<file path="src/rtl/ex_mem_pipe_reg.sv">
// EX->MEM pipeline register with valid/ready handshake, stall and flush.
// SKID=1 adds a second entry so ready_o can come straight from a flop.
module ex_mem_pipe_reg #(
    parameter int DATA_WIDTH     = 32,
    parameter int ADDRESS_WIDTH  = 32,
    parameter int REG_ADDR_WIDTH = 5,
    parameter int SKID           = 1
) (
    input  logic                      clk_i,
    input  logic                      rst_ni,
    input  logic                      valid_i,
    output logic                      ready_o,
    input  logic [DATA_WIDTH-1:0]     alu_result_i,
    input  logic [DATA_WIDTH-1:0]     write_data_i,
    input  logic [REG_ADDR_WIDTH-1:0] rd_i,
    input  logic [ADDRESS_WIDTH-1:0]  pc_plus4_i,
    input  logic                      reg_write_i,
    input  logic                      result_src_i,
    input  logic                      mem_write_i,
    input  logic                      flush_i,
    output logic                      valid_o,
    input  logic                      ready_i,
    output logic [DATA_WIDTH-1:0]     alu_result_o,
    output logic [DATA_WIDTH-1:0]     write_data_o,
    output logic [REG_ADDR_WIDTH-1:0] rd_o,
    output logic [ADDRESS_WIDTH-1:0]  pc_plus4_o,
    output logic                      reg_write_o,
    output logic                      result_src_o,
    output logic                      mem_write_o
);

    localparam int PW = 2 * DATA_WIDTH + REG_ADDR_WIDTH + ADDRESS_WIDTH + 3;

    logic [PW-1:0] in_payload;
    logic [PW-1:0] main_q;
    logic          valid_q;
    logic          ready_int;
    logic          in_fire;
    logic          out_fire;
    logic          reg_write_q;
    logic          mem_write_q;

    assign in_payload = {alu_result_i, write_data_i, rd_i, pc_plus4_i,
                         reg_write_i, result_src_i, mem_write_i};

    assign ready_o  = ready_int;
    assign valid_o  = valid_q;
    assign in_fire  = valid_i & ready_int;
    assign out_fire = valid_q & ready_i;

    // Strobes are masked by valid so a stale or flushed entry can never write.
    assign {alu_result_o, write_data_o, rd_o, pc_plus4_o,
            reg_write_q, result_src_o, mem_write_q} = main_q;
    assign reg_write_o = reg_write_q & valid_q;
    assign mem_write_o = mem_write_q & valid_q;

    if (SKID != 0) begin : g_skid
        typedef enum logic [1:0] {
            ST_EMPTY,
            ST_FULL,
            ST_SKID
        } state_t;

        state_t        state_q;
        state_t        state_d;
        logic [PW-1:0] skid_q;
        logic          load_main_in;
        logic          load_main_skid;
        logic          load_skid;

        always_comb begin
            state_d        = state_q;
            load_main_in   = 1'b0;
            load_main_skid = 1'b0;
            load_skid      = 1'b0;
            if (flush_i) begin
                state_d = ST_EMPTY;
            end else begin
                case (state_q)
                    ST_EMPTY: begin
                        if (in_fire) begin
                            load_main_in = 1'b1;
                            state_d      = ST_FULL;
                        end
                    end
                    ST_FULL: begin
                        if (in_fire && out_fire) begin
                            load_main_in = 1'b1;
                        end else if (in_fire) begin
                            load_skid = 1'b1;
                            state_d   = ST_SKID;
                        end else if (out_fire) begin
                            state_d = ST_EMPTY;
                        end
                    end
                    ST_SKID: begin
                        if (out_fire) begin
                            load_main_skid = 1'b1;
                            state_d        = ST_FULL;
                        end
                    end
                    default: state_d = ST_EMPTY;
                endcase
            end
        end

        always_ff @(posedge clk_i or negedge rst_ni) begin
            if (!rst_ni) begin
                state_q <= ST_EMPTY;
            end else begin
                state_q <= state_d;
            end
        end

        always_ff @(posedge clk_i or negedge rst_ni) begin
            if (!rst_ni) begin
                main_q <= '0;
                skid_q <= '0;
            end else begin
                if (load_main_in) begin
                    main_q <= in_payload;
                end else if (load_main_skid) begin
                    main_q <= skid_q;
                end
                if (load_skid) begin
                    skid_q <= in_payload;
                end
            end
        end

        // ready depends only on the state flop, so no combinational path from ready_i.
        assign valid_q   = (state_q != ST_EMPTY);
        assign ready_int = (state_q != ST_SKID);
    end else begin : g_single
        always_ff @(posedge clk_i or negedge rst_ni) begin
            if (!rst_ni) begin
                valid_q <= 1'b0;
                main_q  <= '0;
            end else if (flush_i) begin
                valid_q <= 1'b0;
            end else if (in_fire) begin
                valid_q <= 1'b1;
                main_q  <= in_payload;
            end else if (out_fire) begin
                valid_q <= 1'b0;
            end
        end

        assign ready_int = ~valid_q | ready_i;
    end

endmodule

</file>
<file path="config.mk">
export PLATFORM = sky130hd
export DESIGN_NAME = ex_mem_pipe_reg
export DESIGN_NICKNAME = d
export VERILOG_FILES = /design/src/rtl/ex_mem_pipe_reg.sv
export SDC_FILE = /design/constraint.sdc
export NUM_CORES = 1
export LEC_CHECK = 0
export CORE_ASPECT_RATIO = 2
export CORE_MARGIN = 4
export CORE_UTILIZATION = 25
export DETAILED_ROUTE_END_ITERATION = 7
export GPL_TIMING_DRIVEN = 0
export PLACE_DENSITY_LB_ADDON = 0.25
export SLEW_MARGIN = 20
export SYNTH_ARGS = -nofsm -noshare
export SYNTH_HDL_FRONTEND = slang
export SYNTH_SLANG_ARGS = --single-unit
</file>
<file path="constraint.sdc">
create_clock -name clk_i -period 2.3 [get_ports clk_i]
set_input_delay 0.345 -clock clk_i [delete_from_list [all_inputs] [get_ports clk_i]]
set_output_delay 0.345 -clock clk_i [all_outputs]
set_load 0.02 [all_outputs]
</file>
==> metrics, run 1 <==
leak pwr=5.661 nW; clk sinks=210; vias in the first global route=6604; CP Buf/Inv Count=1; Power Density=909.8 nW/um2; post-synthesis xor/xnor area fraction=0%; first-pass GRT wire length=39440 um; synthesized flop and latch total=210; register area=5255 um2; IO buf count=214; compound-gate portion of the synthesized area=11.26%; Synth Area in Adders=0%; commonest cells after routing, fill and taps aside=clkdlybuf4s50_1 (211), dfrtp_1 (210), mux2_2 (110), buf_4 (102), a221o_1 (101); CP Launch Type=register; post-DP HPWL=18190 um; Post-Synth Simple-Gate Area=7.909%; clock skew=0.01119 ns; GRT overflow=0; Max Transition Viols Final=0; final instance area=12830 um2; total wire length=25490 um; top-level I/O count=215; slowest stage cell on the critical path=clkdlybuf4s50_1; fin crit period=2.197 ns; Unique masters post-synth=21; wire per inst=18.24 um; CP peak stage delay=0.55 ns; row count=99; worst path cell trace=or2_2, clkdlybuf4s50_1; Area Growth Syn to Fin=38.44%; total track usage=12.50%; clock root cell=clkbuf_16; Max Clk Rate=0.4551 GHz; diode count=0; placed instance area=12040 um2; die height=280.3 um; total number of vias=6158; Mapped Area=9270 um2; largest family of logic cells by synthesized area=multiplexers; Seq/Total Area, Yosys=56.69%; fin cells=1398; commonest non-fill, non-tap cell in the layout=clkdlybuf4s50_1; period utilisation layout=95.54%; NumNets Final=1038; Floorplan Core Area=36540 um2; DR pass1 iterations=4; Final Util=35.12%; CP endpoint kind=output port; drt first-iter violations=200; YS warnings=0; Crit Path Class=register to output port; delay-heaviest family, CP=buffers and inverters; die area=40410 um2; Slew headroom=54.54%; Hold Path Class=input pin to asynchronous set/reset pin; # DRC=0; multiplexer share of the synthesized area=13.36%; Setup Viol. Count Final=0; placed insts=1357; multi-input logic area=3015 um2; total CTS buffers=23; CTS tree=yes; Die X=144.2 um; cells after synthesis=687; layout cells sized above 1=30.19%; Slew @ Worst Pin=0.6819 ns; Power Total=11.68 mW; setup ws final=0.1026 ns; peak supply drop=0.4879 mV; Initial Util=25.37%; initial antenna violation count=0; Routed Antenna Nets=0; Max Cap Viol=0; unrepaired setup endpoints after global routing=no; DR vias/cell=4.405; routability congestion estimate=0.7086; final hold viol count=0; setup_tns=0 ns; CTS clk-pin slew, worst paths=0.06 ns; largest net degree at the start of global routing=92; WHS=0.2755 ns; H-tree levels=1; setup slack after placement=-0.3068 ns; worst path required time=1.96 ns; worst skew pair latency=0.51 ns; Worst Path Max Fanout=8; Max Root-Sink Buffers=3; Post-Syn Area per Cell=13.49 um2; fillers=3612; Syn Nets=796; status=finished, final reports clean; Arrival @ worst endpoint=1.85 ns
-- layout make-up --
class                      instances  share of cell area [%]
tap                              454                   4.426
sequential                       210                   40.95
timing repair buffer             217                   17.22
buffer                           145                   7.800
multi-input combinational        332                   23.50
clock inverter                     9                   1.004
clock buffer                      31                   5.109
-- Yosys cell counts --
library cell / n / area (um2)
a21oi_1: 3 / 15.01
mux2_2: 110 / 1239
nand2_1: 3 / 11.26
a221o_1: 101 / 1011
and2_0: 9 / 56.30
a211oi_1: 1 / 7.510
buf_2: 22 / 110.1
clkbuf_1: 15 / 56.30
and4bb_1: 1 / 12.51
dfrtp_1: 210 / 5255
buf_6: 6 / 67.56
nor2b_1: 1 / 6.260
nor3b_1: 1 / 7.510
nor3_2: 1 / 10.01
o21ba_2: 1 / 10.01
or3b_2: 1 / 8.760
or2_2: 1 / 6.260
nand3b_1: 1 / 7.510
nand2b_1: 3 / 18.77
buf_4: 102 / 765.7
and2_1: 94 / 588.1
-- routing by layer --
layer	wire (um)	global-route usage [%]	vias up
met5	0	0	-
met4	633	3.831	0
li1	-	-	2875
met3	1119	2.183	31
met2	14020	23.33	142
met1	9723	14.25	3110
-- report_power, final --
part	leakage, nW	switching [mW]	internal, mW	total (mW)
clock network	0.381	1.55	2.33	3.88
logic	2.69	1.12	1.74	2.86
registers	2.59	0.396	4.55	4.94
-- worst reg2reg max path, delay by kind of cell, from the launching register on --
kind,cells,cell delay [ns]
buffers and inverters,1,0.39
flip-flops,1,0.44
multiplexers,2,0.64
AND/OR/NAND/NOR,1,0.46
-- registers in the layout, summed over array words and instances (netlist names) --
signal	flops
g_skid.skid_q	104
g_skid.state_q	2
main_q	104
-- logic make-up (layout without fill, tap and decap cells) --
family / after synthesis / count (layout)
DFF: 210 / 210
and+or+nand+nor: 116 / 116
AOI/OAI and AO/OA: 106 / 106
muxes: 110 / 110
buffers and inverters: 145 / 402
-- repair_timing --
item | 4_1_cts | 5_1_grt
gates resized for setup | 2 | 2
hold buffers | 1 | 0
endpoints found under the hold margin | 29 | 0
setup endpoints to repair | 2 | 3
buffers inserted | 0 | 0
gates cloned | 0 | 0
-- path summary, 6_finish.rpt --
check                      slack, ns                          start                             to  cells after the start
hold reg to reg                 0.49  g_skid.skid_q[45]$_DFFE_PN0P_  g_skid.skid_q[45]$_DFFE_PN0P_                      1
max in group asynchronous       1.23                         rst_ni  g_skid.skid_q[92]$_DFFE_PN0P_                      3
setup / recovery                0.10  g_skid.state_q[0]$_DFFE_PN0P_                        valid_o                      2
min in group clk_i              0.47                        rd_i[4]  g_skid.skid_q[39]$_DFFE_PN0P_                      2
hold / removal                  0.28                         rst_ni         main_q[36]$_DFFE_PN0P_                      2
setup reg to reg                0.24  g_skid.state_q[0]$_DFFE_PN0P_         main_q[75]$_DFFE_PN0P_                      4
Note: power is estimated with default switching activity, not from simulation.
==> run 2: changes to the inputs <==
Clock period 2.3 ns to 2.05 ns, I/O delays scaled along.
==> run 2 against run 1 <==
  * Critical path depth unchanged
  * Cell count about the same
  * Global-route usage about the same
  * Count of clock-buffer cells in the layout unchanged
  * Sequential share of layout area down 0.072 points
  * First-iteration DRC count down 10%
  * Sequential cell count unchanged
  * Non-clock buffer count up 1
  * Clock power up 12%
  * Critical path type unchanged
  * Largest power group unchanged
==> metrics, run 2 (same netlist as run 1, synthesis figures left out) <==
status=finished, final reports clean; Net Sw Frac=26.18%; total wire length=25520 um; die area=40410 um2; row count=99; Die X=144.2 um; Initial Util=25.37%; post-DP HPWL=18190 um; Hold Path Class=input pin to asynchronous set/reset pin; CTS clk-pin slew, worst paths=0.07 ns; peak supply drop=0.5472 mV; GRT overflow=0; DR pass1 iterations=4; Max Clk Rate=0.5133 GHz; grt met2 use=23.33%; CP Launch Type=register; Setup Viol. Count Final=0; wire per inst=18.24 um; CP endpoint kind=output port; placed instance area=12040 um2; leak pwr=5.687 nW; Slew headroom=62.18%; clock root cell=clkbuf_16; drt first-iter violations=180; DR vias/cell=4.397; Max Cap Viol=0; first-pass GRT wire length=39400 um; commonest non-fill, non-tap cell in the layout=clkdlybuf4s50_1; H-tree levels=1; Floorplan Core Area=36540 um2; CP Buf/Inv Count=2; grt peak-use layer=met2; CP peak stage delay=0.66 ns; Crit Path Class=register to output port; Arrival @ worst endpoint=1.64 ns; commonest cells after routing, fill and taps aside=clkdlybuf4s50_1 (209), dfrtp_1 (208), mux2_2 (110), buf_4 (106), a221o_1 (101); fin cells=1399; top flop regs=g_skid.skid_q x104, main_q x104, g_skid.state_q x2; final hold viol count=0; Psw=3.431 mW; clock group share of total power=33.2%; sequential share of power=42.3%; Slew @ Worst Pin=0.5673 ns; period utilisation layout=95.03%; Routed Antenna Nets=0; combinational power share=24.5%; worst path cell trace=buf_4, clkdlybuf4s50_1; clk sinks=210; vias in the first global route=6598; grt met1 use=14.23%; slowest stage cell on the critical path=clkdlybuf4s50_1; top-level I/O count=215; Power Density=1019 nW/um2; internal power=9.674 mW; worst skew pair latency=0.51 ns; launching point of the worst reg2reg path=g_skid.state_q[0]$_DFFE_PN0P_; # DRC=0; Worst Path Max Fanout=2; total number of vias=6152; worst path required time=1.74 ns; fin crit period=1.948 ns; critical path startpoint=main_q[77]$_DFFE_PN0P_; Final Util=35.20%; initial antenna violation count=0; NumNets Final=1039; total CTS buffers=23; IO buf count=214; die height=280.3 um; routability congestion estimate=0.7086; placed insts=1357; clock skew=0.01032 ns; diode count=0; unrepaired setup endpoints after global routing=no; delay-heaviest family, CP=buffers and inverters; GR Util met3=2.149%; layout cells sized above 1=31.43%; CTS tree=yes; largest net degree at the start of global routing=92; Max Transition Viols Final=0; Max Root-Sink Buffers=3; total track usage=12.49%; final instance area=12860 um2; Area Growth Syn to Fin=38.75%
-- run 2: cell types whose count changed in the layout (fill, tap and decap cells not counted), sizes merged --
| cell | change |
|---|---|
| buf | +2 |
| clkdlybuf4s50 | -2 |
| clkbuf | +1 |
| dlygate4sd2 | -1 |
| dlymetal6s2s | +1 |
-- run 2: path summary, 6_finish.rpt --
| kind | end | slack, ns | cells past startpoint |
|---|---|---|---|
| max | alu_result_o[5] | 0.10 | 2 |
| min | main_q[36]$_DFFE_PN0P_ | 0.24 | 2 |
| max reg2reg | main_q[75]$_DFFE_PN0P_ | 0.12 | 4 |
| min reg2reg | g_skid.skid_q[45]$_DFFE_PN0P_ | 0.49 | 1 |
| max in group asynchronous | g_skid.skid_q[92]$_DFFE_PN0P_ | 1.02 | 3 |
| min in group clk_i | main_q[35]$_DFFE_PN0P_ | 0.43 | 2 |
-- run 2: per-layer routing --
layer	up-vias	share of wire [%]
li1	2873	-
met1	3100	38
met2	147	55
met3	32	4.6
met4	0	2.5
met5	-	0
-- run 2: per-stage QoR --
stage	setup TNS [ns]	setup WS [ns]	hold WS (ns)	power [mW]
2_1_floorplan	0	0.4099	0.01191	7.454
3_3_place_gp	-1898.37	-8.800	0.4774	8.821
3_5_place_dp	-61.16	-0.5193	0.1986	8.890
4_1_cts	0	0.003121	0.2226	13.36
5_1_grt	0	0.003460	0.2352	13.80
6_report	0	0.1019	0.2378	13.11
-- run 2: repair_timing --
item	in CTS	in global routing
hold buffers	1	0
buffers inserted	0	1
endpoints found under the setup margin	75	83
endpoints found under the hold margin	29	0
resized for setup	15	15
-- run 2: area by class of cell --
class	instances	area, um2
timing repair buffer	218	2211
buffer	145	1020
clock inverter	9	128.9
sequential	210	5258
tap	454	568.0
fill	3607	23680
multi-input combinational	332	3022
clock buffer	31	655.6
-- run 2: worst register-to-register path: cells and delay by family (launching register included) --
| family | cells | cell delay [ns] |
|---|---|---|
| simple gates | 1 | 0.44 |
| mux | 2 | 0.62 |
| buf+inv | 1 | 0.30 |
| flops | 1 | 0.44 |
-- run 2: power by group through the flow --
| stage | registers (mW) | logic [mW] | clock network (mW) |
|---|---|---|---|
| finish | 5.54 | 3.21 | 4.35 |
| global route | 5.67 | 3.45 | 4.67 |
| CTS | 5.55 | 3.28 | 4.53 |
| detailed placement | 5.61 | 3.28 | 0 |
| global placement | 5.60 | 3.22 | 0 |
| floorplan | 5.48 | 1.98 | 0 |
==> run 3: changes to the inputs <==
Settings changed: CTS_CLUSTER_SIZE set to 28.
==> results of run 3 <==
Final layout, timing and power as in run 2 (identical DEF).
